===== src/rtl/core_pkg.sv =====
// Shared core constants for the rename / issue / execute slice.
// Holds micro-op field widths used by the schedulers and the rule that
// physical tag 0 is permanently ready.
package core_pkg;

    localparam int PREG_W    = 6;   // physical register tag width
    localparam int OPCODE_W  = 7;
    localparam int ALU_SIG_W = 3;
    localparam int IMM_W     = 32;

    // Physical tag 0 is hard-wired to a constant register and never waits.
    localparam logic TAG0_READY = 1'b1;

endpackage


===== src/rtl/age_matrix_select.sv =====
// Oldest-first selector driven by an age matrix.
// Row i of age lists the entries older than entry i (age[i][j]=1 means j is
// older than i). An entry is granted when it is a candidate and no older
// entry is also a candidate. Purely combinational.
//   cand      in   one bit per entry, entry is eligible
//   age       in   NUM_ENTRIES x NUM_ENTRIES age matrix
//   grant     out  one-hot oldest candidate
//   any_grant out  at least one candidate exists
module age_matrix_select #(
    parameter int NUM_ENTRIES = 8
) (
    input  logic [NUM_ENTRIES-1:0]                  cand,
    input  logic [NUM_ENTRIES-1:0][NUM_ENTRIES-1:0] age,
    output logic [NUM_ENTRIES-1:0]                  grant,
    output logic                                    any_grant
);

    for (genvar i = 0; i < NUM_ENTRIES; i++) begin : g_row
        assign grant[i] = cand[i] & ~|(age[i] & cand);
    end

    assign any_grant = |cand;

endmodule


===== src/rtl/issue_scheduler.sv =====
// Reservation-station scheduler between rename and the issue stage.
// Buffers renamed micro-ops until both source tags are ready (learned from
// write-back broadcasts), then hands the oldest ready op to a registered
// valid/ready issue port.
//   clk, rst          clock, synchronous active-low reset
//   flush             squash every entry and the issue register
//   disp_*            dispatch port from rename (valid/ready + micro-op)
//   wb_valid, wb_tag  write-back tag broadcasts, port k at [k*PREG_W +: PREG_W]
//   issue_*           issued micro-op (valid/ready)
//   count             occupied entries, not counting the issue register
module issue_scheduler #(
    parameter int NUM_ENTRIES = 8,
    parameter int WB_PORTS    = 2,
    parameter int PREG_W      = core_pkg::PREG_W,
    parameter int CNT_W       = 4
) (
    input  logic                              clk,
    input  logic                              rst,
    input  logic                              flush,
    input  logic                              disp_valid,
    output logic                              disp_ready,
    input  logic [core_pkg::OPCODE_W-1:0]     disp_opcode,
    input  logic [core_pkg::ALU_SIG_W-1:0]    disp_alu_sig,
    input  logic [core_pkg::IMM_W-1:0]        disp_imm,
    input  logic [PREG_W-1:0]                 disp_rrd,
    input  logic [PREG_W-1:0]                 disp_rrs1,
    input  logic [PREG_W-1:0]                 disp_rrs2,
    input  logic                              disp_rs1_rdy,
    input  logic                              disp_rs2_rdy,
    input  logic [WB_PORTS-1:0]               wb_valid,
    input  logic [WB_PORTS*PREG_W-1:0]        wb_tag,
    output logic                              issue_valid,
    input  logic                              issue_ready,
    output logic [core_pkg::OPCODE_W-1:0]     issue_opcode,
    output logic [core_pkg::ALU_SIG_W-1:0]    issue_alu_sig,
    output logic [core_pkg::IMM_W-1:0]        issue_imm,
    output logic [PREG_W-1:0]                 issue_rrd,
    output logic [PREG_W-1:0]                 issue_rrs1,
    output logic [PREG_W-1:0]                 issue_rrs2,
    output logic [CNT_W-1:0]                  count
);
    import core_pkg::*;

    logic [NUM_ENTRIES-1:0]                  ent_valid, ent_rdy1, ent_rdy2;
    logic [NUM_ENTRIES-1:0][OPCODE_W-1:0]    ent_opcode;
    logic [NUM_ENTRIES-1:0][ALU_SIG_W-1:0]   ent_alu_sig;
    logic [NUM_ENTRIES-1:0][IMM_W-1:0]       ent_imm;
    logic [NUM_ENTRIES-1:0][PREG_W-1:0]      ent_rrd, ent_rrs1, ent_rrs2;
    logic [NUM_ENTRIES-1:0][NUM_ENTRIES-1:0] age;

    logic [NUM_ENTRIES-1:0] cand, grant, alloc;
    logic                   any_grant, load, sel_fire, disp_fire, found;
    logic                   disp_rdy1, disp_rdy2;

    logic [OPCODE_W-1:0]    win_opcode;
    logic [ALU_SIG_W-1:0]   win_alu_sig;
    logic [IMM_W-1:0]       win_imm;
    logic [PREG_W-1:0]      win_rrd, win_rrs1, win_rrs2;

    // A tag is ready if it is the hard-wired tag 0 or is broadcast this cycle.
    function automatic logic woken(input logic [PREG_W-1:0]          tag,
                                   input logic [WB_PORTS-1:0]        wv,
                                   input logic [WB_PORTS*PREG_W-1:0] wt);
        logic hit;
        hit = TAG0_READY && (tag == '0);
        for (int k = 0; k < WB_PORTS; k++)
            if (wv[k] && wt[k*PREG_W +: PREG_W] == tag) hit = 1'b1;
        return hit;
    endfunction

    assign cand       = ent_valid & ent_rdy1 & ent_rdy2;
    assign load       = !issue_valid || issue_ready;
    assign sel_fire   = load && any_grant;
    // Registered count only: a slot freed this cycle is reused next cycle.
    assign disp_ready = (count < CNT_W'(NUM_ENTRIES));
    assign disp_fire  = disp_valid && disp_ready;
    // Bypass: a broadcast in the dispatch cycle is folded into the new entry.
    assign disp_rdy1  = disp_rs1_rdy || woken(disp_rrs1, wb_valid, wb_tag);
    assign disp_rdy2  = disp_rs2_rdy || woken(disp_rrs2, wb_valid, wb_tag);

    age_matrix_select #(.NUM_ENTRIES(NUM_ENTRIES)) u_select (
        .cand      (cand),
        .age       (age),
        .grant     (grant),
        .any_grant (any_grant)
    );

    // Lowest-index free slot.
    always_comb begin
        alloc = '0;
        found = 1'b0;
        for (int i = 0; i < NUM_ENTRIES; i++)
            if (!ent_valid[i] && !found) begin
                alloc[i] = 1'b1;
                found    = 1'b1;
            end
    end

    // One-hot grant -> OR-mux of the winner's fields.
    always_comb begin
        win_opcode  = '0;
        win_alu_sig = '0;
        win_imm     = '0;
        win_rrd     = '0;
        win_rrs1    = '0;
        win_rrs2    = '0;
        for (int i = 0; i < NUM_ENTRIES; i++)
            if (grant[i]) begin
                win_opcode  = win_opcode  | ent_opcode[i];
                win_alu_sig = win_alu_sig | ent_alu_sig[i];
                win_imm     = win_imm     | ent_imm[i];
                win_rrd     = win_rrd     | ent_rrd[i];
                win_rrs1    = win_rrs1    | ent_rrs1[i];
                win_rrs2    = win_rrs2    | ent_rrs2[i];
            end
    end

    always_ff @(posedge clk) begin
        if (!rst) begin
            ent_valid     <= '0;
            ent_rdy1      <= '0;
            ent_rdy2      <= '0;
            age           <= '0;
            count         <= '0;
            issue_valid   <= 1'b0;
            issue_opcode  <= '0;
            issue_alu_sig <= '0;
            issue_imm     <= '0;
            issue_rrd     <= '0;
            issue_rrs1    <= '0;
            issue_rrs2    <= '0;
        end else if (flush) begin
            ent_valid   <= '0;
            count       <= '0;
            issue_valid <= 1'b0;
        end else begin
            for (int i = 0; i < NUM_ENTRIES; i++) begin
                ent_rdy1[i] <= ent_rdy1[i] | woken(ent_rrs1[i], wb_valid, wb_tag);
                ent_rdy2[i] <= ent_rdy2[i] | woken(ent_rrs2[i], wb_valid, wb_tag);
                if (sel_fire && grant[i]) ent_valid[i] <= 1'b0;
                if (disp_fire && alloc[i]) begin
                    ent_valid[i]   <= 1'b1;
                    ent_rdy1[i]    <= disp_rdy1;
                    ent_rdy2[i]    <= disp_rdy2;
                    ent_opcode[i]  <= disp_opcode;
                    ent_alu_sig[i] <= disp_alu_sig;
                    ent_imm[i]     <= disp_imm;
                    ent_rrd[i]     <= disp_rrd;
                    ent_rrs1[i]    <= disp_rrs1;
                    ent_rrs2[i]    <= disp_rrs2;
                    // Everything still resident is older than the newcomer.
                    age[i]         <= ent_valid & ~(sel_fire ? grant : '0);
                end
            end
            // The newcomer is older than nobody: clear its column so stale
            // bits from a previous occupant of this slot cannot linger.
            for (int r = 0; r < NUM_ENTRIES; r++)
                for (int i = 0; i < NUM_ENTRIES; i++)
                    if (disp_fire && alloc[i] && r != i) age[r][i] <= 1'b0;

            if (load) begin
                issue_valid <= any_grant;
                if (any_grant) begin
                    issue_opcode  <= win_opcode;
                    issue_alu_sig <= win_alu_sig;
                    issue_imm     <= win_imm;
                    issue_rrd     <= win_rrd;
                    issue_rrs1    <= win_rrs1;
                    issue_rrs2    <= win_rrs2;
                end
            end

            count <= count + CNT_W'(disp_fire) - CNT_W'(sel_fire);
        end
    end

endmodule


===== config.mk =====
export PLATFORM = sky130hd
export DESIGN_NAME = issue_scheduler
export DESIGN_NICKNAME = d
export VERILOG_FILES = /design/src/rtl/core_pkg.sv /design/src/rtl/age_matrix_select.sv /design/src/rtl/issue_scheduler.sv
export SDC_FILE = /design/constraint.sdc
export NUM_CORES = 1
export LEC_CHECK = 0
export ABC_AREA = 1
export CORE_MARGIN = 1.5
export CORE_UTILIZATION = 54
export DETAILED_ROUTE_END_ITERATION = 7
export PLACE_DENSITY = 0.76
export SLEW_MARGIN = 15
export SYNTH_ARGS = -nofsm -noshare
export SYNTH_HDL_FRONTEND = slang
export SYNTH_HIERARCHICAL = 1
export SYNTH_SLANG_ARGS = --single-unit

===== constraint.sdc =====
create_clock -name clk -period 5.2 [get_ports clk]
set_input_delay 1.56 -clock clk [delete_from_list [all_inputs] [get_ports clk]]
set_output_delay 1.56 -clock clk [all_outputs]
set_load 0.02 [all_outputs]

; ---- After elaboration in Yosys (flattened, before gate mapping)
; Index checks and enable logic that the tools add are counted.
[totals]
inputBits = 81
latchBits = 0
reg_bits = 633
rom_bits = 0
n_memories = 0
ramBits = 0
[classes]
n_eq_ne = 36
multipliers = 0
n_mux = 227
n_lt_le_gt_ge = 1
n_bitwise = 80
div = 0
n_addsub = 2
shifts = 0
reduce_logical = 195
[op_table]
columns = operator, count
row1 = $mux 32, 8
row2 = $or 32x32->32, 7
row3 = $eq 6x6->1, 36
row4 = $mux 1, 170
row5 = $mux 6, 24
row6 = $or 6x6->6, 21
row7 = $logic_not 6->1, 18
row8 = $and 8x8->8, 11
row9 = $reduce_and 2->1, 36
row10 = $reduce_bool 2->1, 36
row11 = $reduce_or 8->1, 9
row12 = $mux 8, 8
row13 = $mux 7, 9
row14 = $logic_and 1x1->1, 61
row15 = $or 7x7->7, 7
row16 = $reduce_and 3->1, 9
row17 = $mux 3, 8
row18 = $logic_not 1->1, 22
row19 = $or 3x3->3, 7
row20 = $or 1x1->1, 16
row21 = $and 1x1->1, 8
row22 = $not 8->8, 1
row23 = $add 4x1->4, 1
row24 = $lt 4x4->1 const B, 1
row25 = other kinds (4), 7

; ---- Longest topological paths before layout
; Gate-level depths: netlist of run 1.
[logic_depth]
depth_word = 24
mapped_depth = 16
depth_no_buf = 14

; ---- Hierarchy
; The synthesis of run 1 kept the hierarchy.
[by_module_without_submodules]
columns = module, seq_area_each_um2, cells_each, n_inst, area_each_um2
row1 = issue_scheduler, 17476.8, 2669, 1, 26870.8
row2 = age_matrix_select, 0.0, 173, 1, 714.4

; ---- Worst setup path before layout of run 1
; OpenSTA, ideal clock, no wires.
[synth_timing]
path_kind = input to register
from = in rst
to = reg age[24] (netlist name)
arrival_time_ns = 5.368
n_path_buf = 1
cell_stages = 7
setup_slack_ns = -0.254
required_ns = 5.114
setup_time_ns = 0.086
path_cell_list = buf_2 -> inv_1 -> nor2_2 -> inv_1 -> nor2_1 -> inv_1 -> o21ai_0
[synth_lines]
columns = item, line
row1 = from (decl), issue_scheduler.sv:18  ; input logic rst,
row2 = "to (signal, indexed assignment)", issue_scheduler.sv:152  ; age[i] <= ent_valid & ~(sel_fire ? grant : '0);
row3 = to (decl), issue_scheduler.sv:49  ; logic [NUM_ENTRIES-1:0][NUM_ENTRIES-1:0] age;

==> impl_metrics.py, run 1 <==
metrics = {
    "outcome": {
        "status": "complete, no violations",
    },
    "finish": {
        "fillers": 3975,
        "final_common_cell": "nand2_1",
        "diodes": 0,
        "fin_nets": 3069,
        "drive_above_1_share": 0.0699,
        "layout_common_cells": "824 x nand2_1, 480 x edfxtp_1, 297 x inv_1, 177 x nor2_1, 170 x nand3_1",
        "syn2layout_area_growth_pct": 16.1,
        "utilization": 0.637,
    },
    "yosys": {
        "netlist_instances": 2842,
        "async_reset_ff_frac": 0,
        "ys_warn_count": 6,
        "synth_edf_count": 480,
        "ys_seq_area_frac": 0.634,
        "syn_area_per_cell_um2": 9.71,
        "synthFlopType": "edfxtp_1",
        "yosys.cell_types.count": 39,
        "synth_area_um2": 27600,
        "syn-num-nets": 2928,
        "ys_ff_latch": 633,
    },
    "power_and_ir_drop": {
        "p_leak_nw": 12.2,
        "peakVddDrop_mv": 0.384,
        "power_mw": 10.4,
        "power.density_nw_per_um2": 326,
    },
    "cts": {
        "cts_buffers": 60,
        "cts_root_buf": "clkbuf_16",
        "h-tree-depth": 2,
        "ctsResizeCount": 0,
        "cts.path.max_buffers": 3,
        "cts_sinks": 633,
        "clk_pin_slew_ps": 60,
        "cts_hold_buf": 0,
        "cts_tree": "built",
        "clk_latency_ps": 630,
        "post_cts.repair.setup_buffers": 0,
    },
    "critical_path": {
        "path_class": "in -> reg",
        "endpoint_kind": "register",
        "required_ps": 5740,
        "crit_path_start_kind": "input pin",
        "cp_data_arrival_time_ps": 4300,
        "crit_fanout": 50,
    },
    "route": {
        "drc_errors": 0,
        "vias": 21800,
        "post_drt_wl_per_cell_um": 23.0,
        "avgViaCountPerCell": 5.89,
        "first_iter_violations": 2655,
        "ant_nets": 0,
        "routed_wl_mm": 85.1,
        "dr.pass1.iters": 8,
    },
    "die": {
        "die_area_um2": 52400,
        "start_util": 0.549,
        "die_y_um": 229,
        "num_rows": 82,
        "top_level_ports": 147,
        "coreArea_um2": 50300,
        "die_w_um": 229,
    },
    "timing": {
        "worst_pin_slew_ps": 1030,
        "setup_violations": 0,
        "layout_min_cycle_time_ps": 3760,
        "period_share": 0.724,
        "setup-tns-final_ps": 0,
        "finClkSkew_ps": 11.7,
        "max_freq_mhz": 266,
        "maxSlewViolCount": 0,
        "slew_headroom": 0.310,
        "finalHoldViolCount": 0,
        "rsz0062_at_grt": "false",
        "whs_ps": 439,
    },
    "grt": {
        "overflow": 0,
        "grt_pass1_wl_mm": 128,
        "grt.total_usage": 0.323,
        "grt_start_max_net_pins": 62,
        "antenna_found_initial": 1,
        "grt_pass1_vias": 21600,
    },
    "worst_hold_path": {
        "hp-class": "reg -> reg",
    },
    "place": {
        "portBuffers": 146,
        "gp_congestion": 0.995,
        "dpl.hpwl_mm": 51.6,
    },
    "run": {
        "drv_cap": 0,
    },
}
-- synth_stat cells, types with 6 or more instances --
cell type	n	share of area
edfxtp_1	480	0.52
xnor2_1	20	0.0064
buf_4	7	0.0019
a21oi_1	119	0.022
clkbuf_1	70	0.0095
o211ai_1	41	0.011
nand2_1	824	0.11
dfxtp_1	153	0.11
nand4_1	55	0.012
buf_6	8	0.0033
nand3_1	170	0.031
nor2_2	7	0.0016
inv_1	301	0.041
buf_1	22	0.0030
a221oi_1	31	0.0098
o22ai_1	37	0.0084
nor3_1	29	0.0053
xor2_1	24	0.0076
o21ai_1	18	0.0033
a22o_1	31	0.0098
o21ai_0	134	0.024
nor2_1	189	0.026
clkinv_1	6	0.00082
buf_2	27	0.0049
-- metrics by stage --
| step | setup slack [ps] | instance area (um^2) | cells |
|---|---|---|---|
| after global routing | 1240 | 32000 | 3706 |
| after global placement | 1090 | 30000 | 3593 |
| final | 1440 | 32000 | 3706 |
| after CTS | 1570 | 32000 | 3706 |
| after floorplan | -196 | 27600 | 2842 |
| after detailed placement | 922 | 30000 | 3593 |
-- worst paths after layout --
kind / to / depth (start not counted) / slack (ps) / from
setup / recovery: age[7] / 8 / 1440 / rst
hold / removal: age[0] / 2 / 440 / age[0]
setup reg to reg: issue_opcode[2] / 11 / 1520 / ent_valid[0]
hold reg to reg: age[0] / 2 / 440 / age[0]
-- worst max-delay path: stages --
cell	delay, ps
buf_4	410
inv_1	230
nor2_2	290
inv_1	380
nor2_4	490
buf_12	380
inv_1	200
o21ai_0	230
-- where the power goes --
group / switching, mW / internal, mW / leakage [nW] / total (mW)
Clock: 1.95 / 2.56 / 0.985 / 4.50
Sequential: 0.0128 / 5.46 / 5.56 / 5.47
Combinational: 0.315 / 0.140 / 5.65 / 0.456
-- kinds of logic after synthesis --
family | Yosys count | share of synthesized area
XOR/XNOR | 44 | 0.0140
adder cells (fa/ha/maj) | 5 | 0.00254
buffers and inverters | 446 | 0.0651
AND/OR/NAND/NOR | 1293 | 0.194
AO/OA/AOI/OAI | 421 | 0.0910
flip-flops | 633 | 0.634
-- sequential cells by signal, indices dropped and copies added (netlist names) --
| register | cells |
|---|---|
| issue_opcode | 7 |
| issue_rrs1 | 6 |
| issue_alu_sig | 3 |
| issue_valid | 1 |
| ent_rrs2 | 48 |
| count | 4 |
| ent_alu_sig | 24 |
| issue_imm | 32 |
| ent_opcode | 56 |
| age | 64 |
| issue_rrd | 6 |
| ent_rrd | 48 |
| ent_rdy2 | 8 |
| ent_rrs1 | 48 |
| issue_rrs2 | 6 |
| ent_imm | 256 |
| ent_rdy1 | 8 |
| ent_valid | 8 |
-- area by class of cell --
cell class	instances	area, um^2	area share
tap	672	841	0.0263
clock inverter	47	497	0.0155
sequential	633	17500	0.546
multi-input combinational	1763	8410	0.263
inverter	312	1170	0.0366
clock buffer	66	1550	0.0482
timing repair buffer	213	2090	0.0652
-- layer usage --
layer  vias to the layer above  share of wire  global-route usage
met4                         2          0.045               0.142
li1                       9881              -                   -
met1                     10400           0.38               0.418
met3                       253           0.10              0.0642
met2                      1243           0.47               0.529
met5                         -        0.00016                   0
(Power assumes the default switching activity.)
==> run 2, diff against run 1 <==
Settings changed: CORE_UTILIZATION 54 to 59, PLACE_DENSITY 0.76 to 0.79.
Clock period 5.2 ns to 3.93 ns, I/O delays scaled along.
==> run 2 against run 1 <==
  * Clock skew rose by 18 ps
  * Cell count decreased by 1.3%
  * Design area grew 0.45%
  * Critical endpoint is now issue_rrs2[3]
  * Largest cell class unchanged
  * Highest routed layer is now met4
==> impl_metrics.py, run 2 (synthesis gave the netlist of run 1 again) <==
metrics = {
    "power_and_ir_drop": {
        "pwr-share-clk": 0.444,
        "p_int_mw": 11.1,
        "p_leak_nw": 12.3,
        "combPwrFrac": 0.042,
        "swShare": 0.212,
        "power.switching_mw": 2.99,
        "power.density_nw_per_um2": 438,
        "power_mw": 14.1,
        "p_seq_frac": 0.514,
        "peakVddDrop_mv": 0.497,
    },
    "timing": {
        "setup_ws_ps": 789,
        "period_share": 0.799,
        "setup_violations": 0,
        "setup-tns-final_ps": 0,
        "layout_min_cycle_time_ps": 3140,
        "slew_headroom": 0.305,
        "finalHoldViolCount": 0,
        "worst_pin_slew_ps": 1040,
        "finClkSkew_ps": 29.4,
        "rsz0062_at_grt": "false",
        "maxSlewViolCount": 0,
        "max_freq_mhz": 318,
    },
    "route": {
        "avgViaCountPerCell": 6.03,
        "drc_errors": 0,
        "routed_wl_mm": 83.9,
        "dr.pass1.iters": 6,
        "post_drt_wl_per_cell_um": 22.9,
        "ant_nets": 0,
        "first_iter_violations": 2898,
        "vias": 22100,
    },
    "finish": {
        "utilization": 0.694,
        "fin_nets": 3083,
        "syn2layout_area_growth_pct": 16.6,
        "largest-register": "ent_imm",
        "fillers": 3391,
        "final_common_cell": "nand2_1",
        "drive_above_1_share": 0.0741,
        "largest_reg_flops": 256,
        "layout_common_cells": "824 x nand2_1, 480 x edfxtp_1, 297 x inv_1, 177 x nor2_1, 170 x nand3_1",
        "reg_top3": "ent_imm (256), age (64), ent_opcode (56)",
        "diodes": 0,
    },
    "critical_path": {
        "cp_data_arrival_time_ps": 3620,
        "path_cells": "nand2_1 -> nor2_1 -> nand2_1 -> nand2_1 -> inv_1 -> nand2_1 -> nor2_4 -> inv_1 -> o22ai_1 -> nor4_1 -> a21oi_1",
        "crit_fanout": 11,
        "crit_path_start_kind": "register",
        "endpoint_kind": "register",
        "crit_slowest_cell": "nor4_1",
        "required_ps": 4410,
        "path_class": "reg -> reg",
        "max_stage_delay_ps": 700,
        "cpMostUsedCell": "nand2_1",
    },
    "place": {
        "gp_congestion": 0.950,
        "dpl.hpwl_mm": 50.6,
        "portBuffers": 146,
        "dpl_worst_slack_ps": 488,
    },
    "die": {
        "top_level_ports": 147,
        "coreArea_um2": 46400,
        "start_util": 0.595,
        "die_area_um2": 48100,
        "num_rows": 79,
        "die_y_um": 219,
        "die_w_um": 219,
    },
    "cts": {
        "ctsResizeCount": 0,
        "clk_latency_ps": 640,
        "cts.path.max_buffers": 3,
        "cts_buffers": 61,
        "cts_tree": "built",
        "h-tree-depth": 2,
        "post_cts.repair.setup_buffers": 0,
        "cts_sinks": 633,
        "clk_pin_slew_ps": 60,
        "cts_root_buf": "clkbuf_16",
        "cts_hold_buf": 0,
    },
    "run": {
        "drv_cap": 0,
    },
    "outcome": {
        "status": "complete, no violations",
    },
    "grt": {
        "grt_start_max_net_pins": 102,
        "grt.total_usage": 0.352,
        "overflow": 0,
        "grt_pass1_vias": 21600,
        "antenna_found_initial": 1,
        "grt_pass1_wl_mm": 126,
    },
    "worst_hold_path": {
        "hp-class": "reg -> reg",
    },
}
-- run 2: cell types whose count changed in the layout (fill, tap and decap cells not counted), sizes merged --
cell      change
buf          +13
clkbuf        +6
bufinv        +3
clkinv        -3
inv           -2
clkinvlp      -1
-- run 2: power groups by stage --
stage | clock network [mW] | logic (mW) | registers, mW
2_1_floorplan | 0 | 0.262 | 7.38
3_3_place_gp | 0 | 0.562 | 7.38
4_1_cts | 6.27 | 0.576 | 7.23
6_report | 6.24 | 0.596 | 7.24
5_1_grt | 6.56 | 0.632 | 7.23
3_5_place_dp | 0 | 0.572 | 7.38
-- run 2: worst paths after layout --
check	startpoint	end	slack, ps	depth (start not counted)
worst min-delay path	age[0]	age[0]	440	2
worst max register to register	ent_valid[0]	issue_rrs2[3]	790	11
worst max-delay path	ent_valid[0]	issue_rrs2[3]	790	11
worst min register to register	age[0]	age[0]	440	2
-- run 2: layout make-up --
cell class	count	area, um^2	area share
inverters	312	1170	0.0364
multi-input cells	1763	8400	0.261
clock buffers	72	1620	0.0503
flip-flops and latches	633	17500	0.543
repair buffers	226	2200	0.0683
clock inverters	44	544	0.0169
well taps	607	759	0.0236
-- run 2: per-stage QoR --
step	instances	hold WS, ps	instance area (um^2)
after global routing	3657	486	32200
after global placement	3541	421	30000
final	3657	445	32200
after CTS	3657	450	32200
after floorplan	2842	415	27600
after detailed placement	3541	434	30000
-- run 2: routing by layer --
layer  track usage  wire (um)  vias up
met5             0          0        -
met4         0.151       3250        0
met3        0.0682       9840      238
met2         0.564      39000     1458
met1         0.472      31800    10400
li1              -          -     9915
-- run 2: critical path: cells and delay by family (launching register included) --
kind	cells	cell delay, ps
AOI/OAI and AO/OA	2	310
buffers and inverters	2	480
DFF	1	440
and+or+nand+nor	7	1740
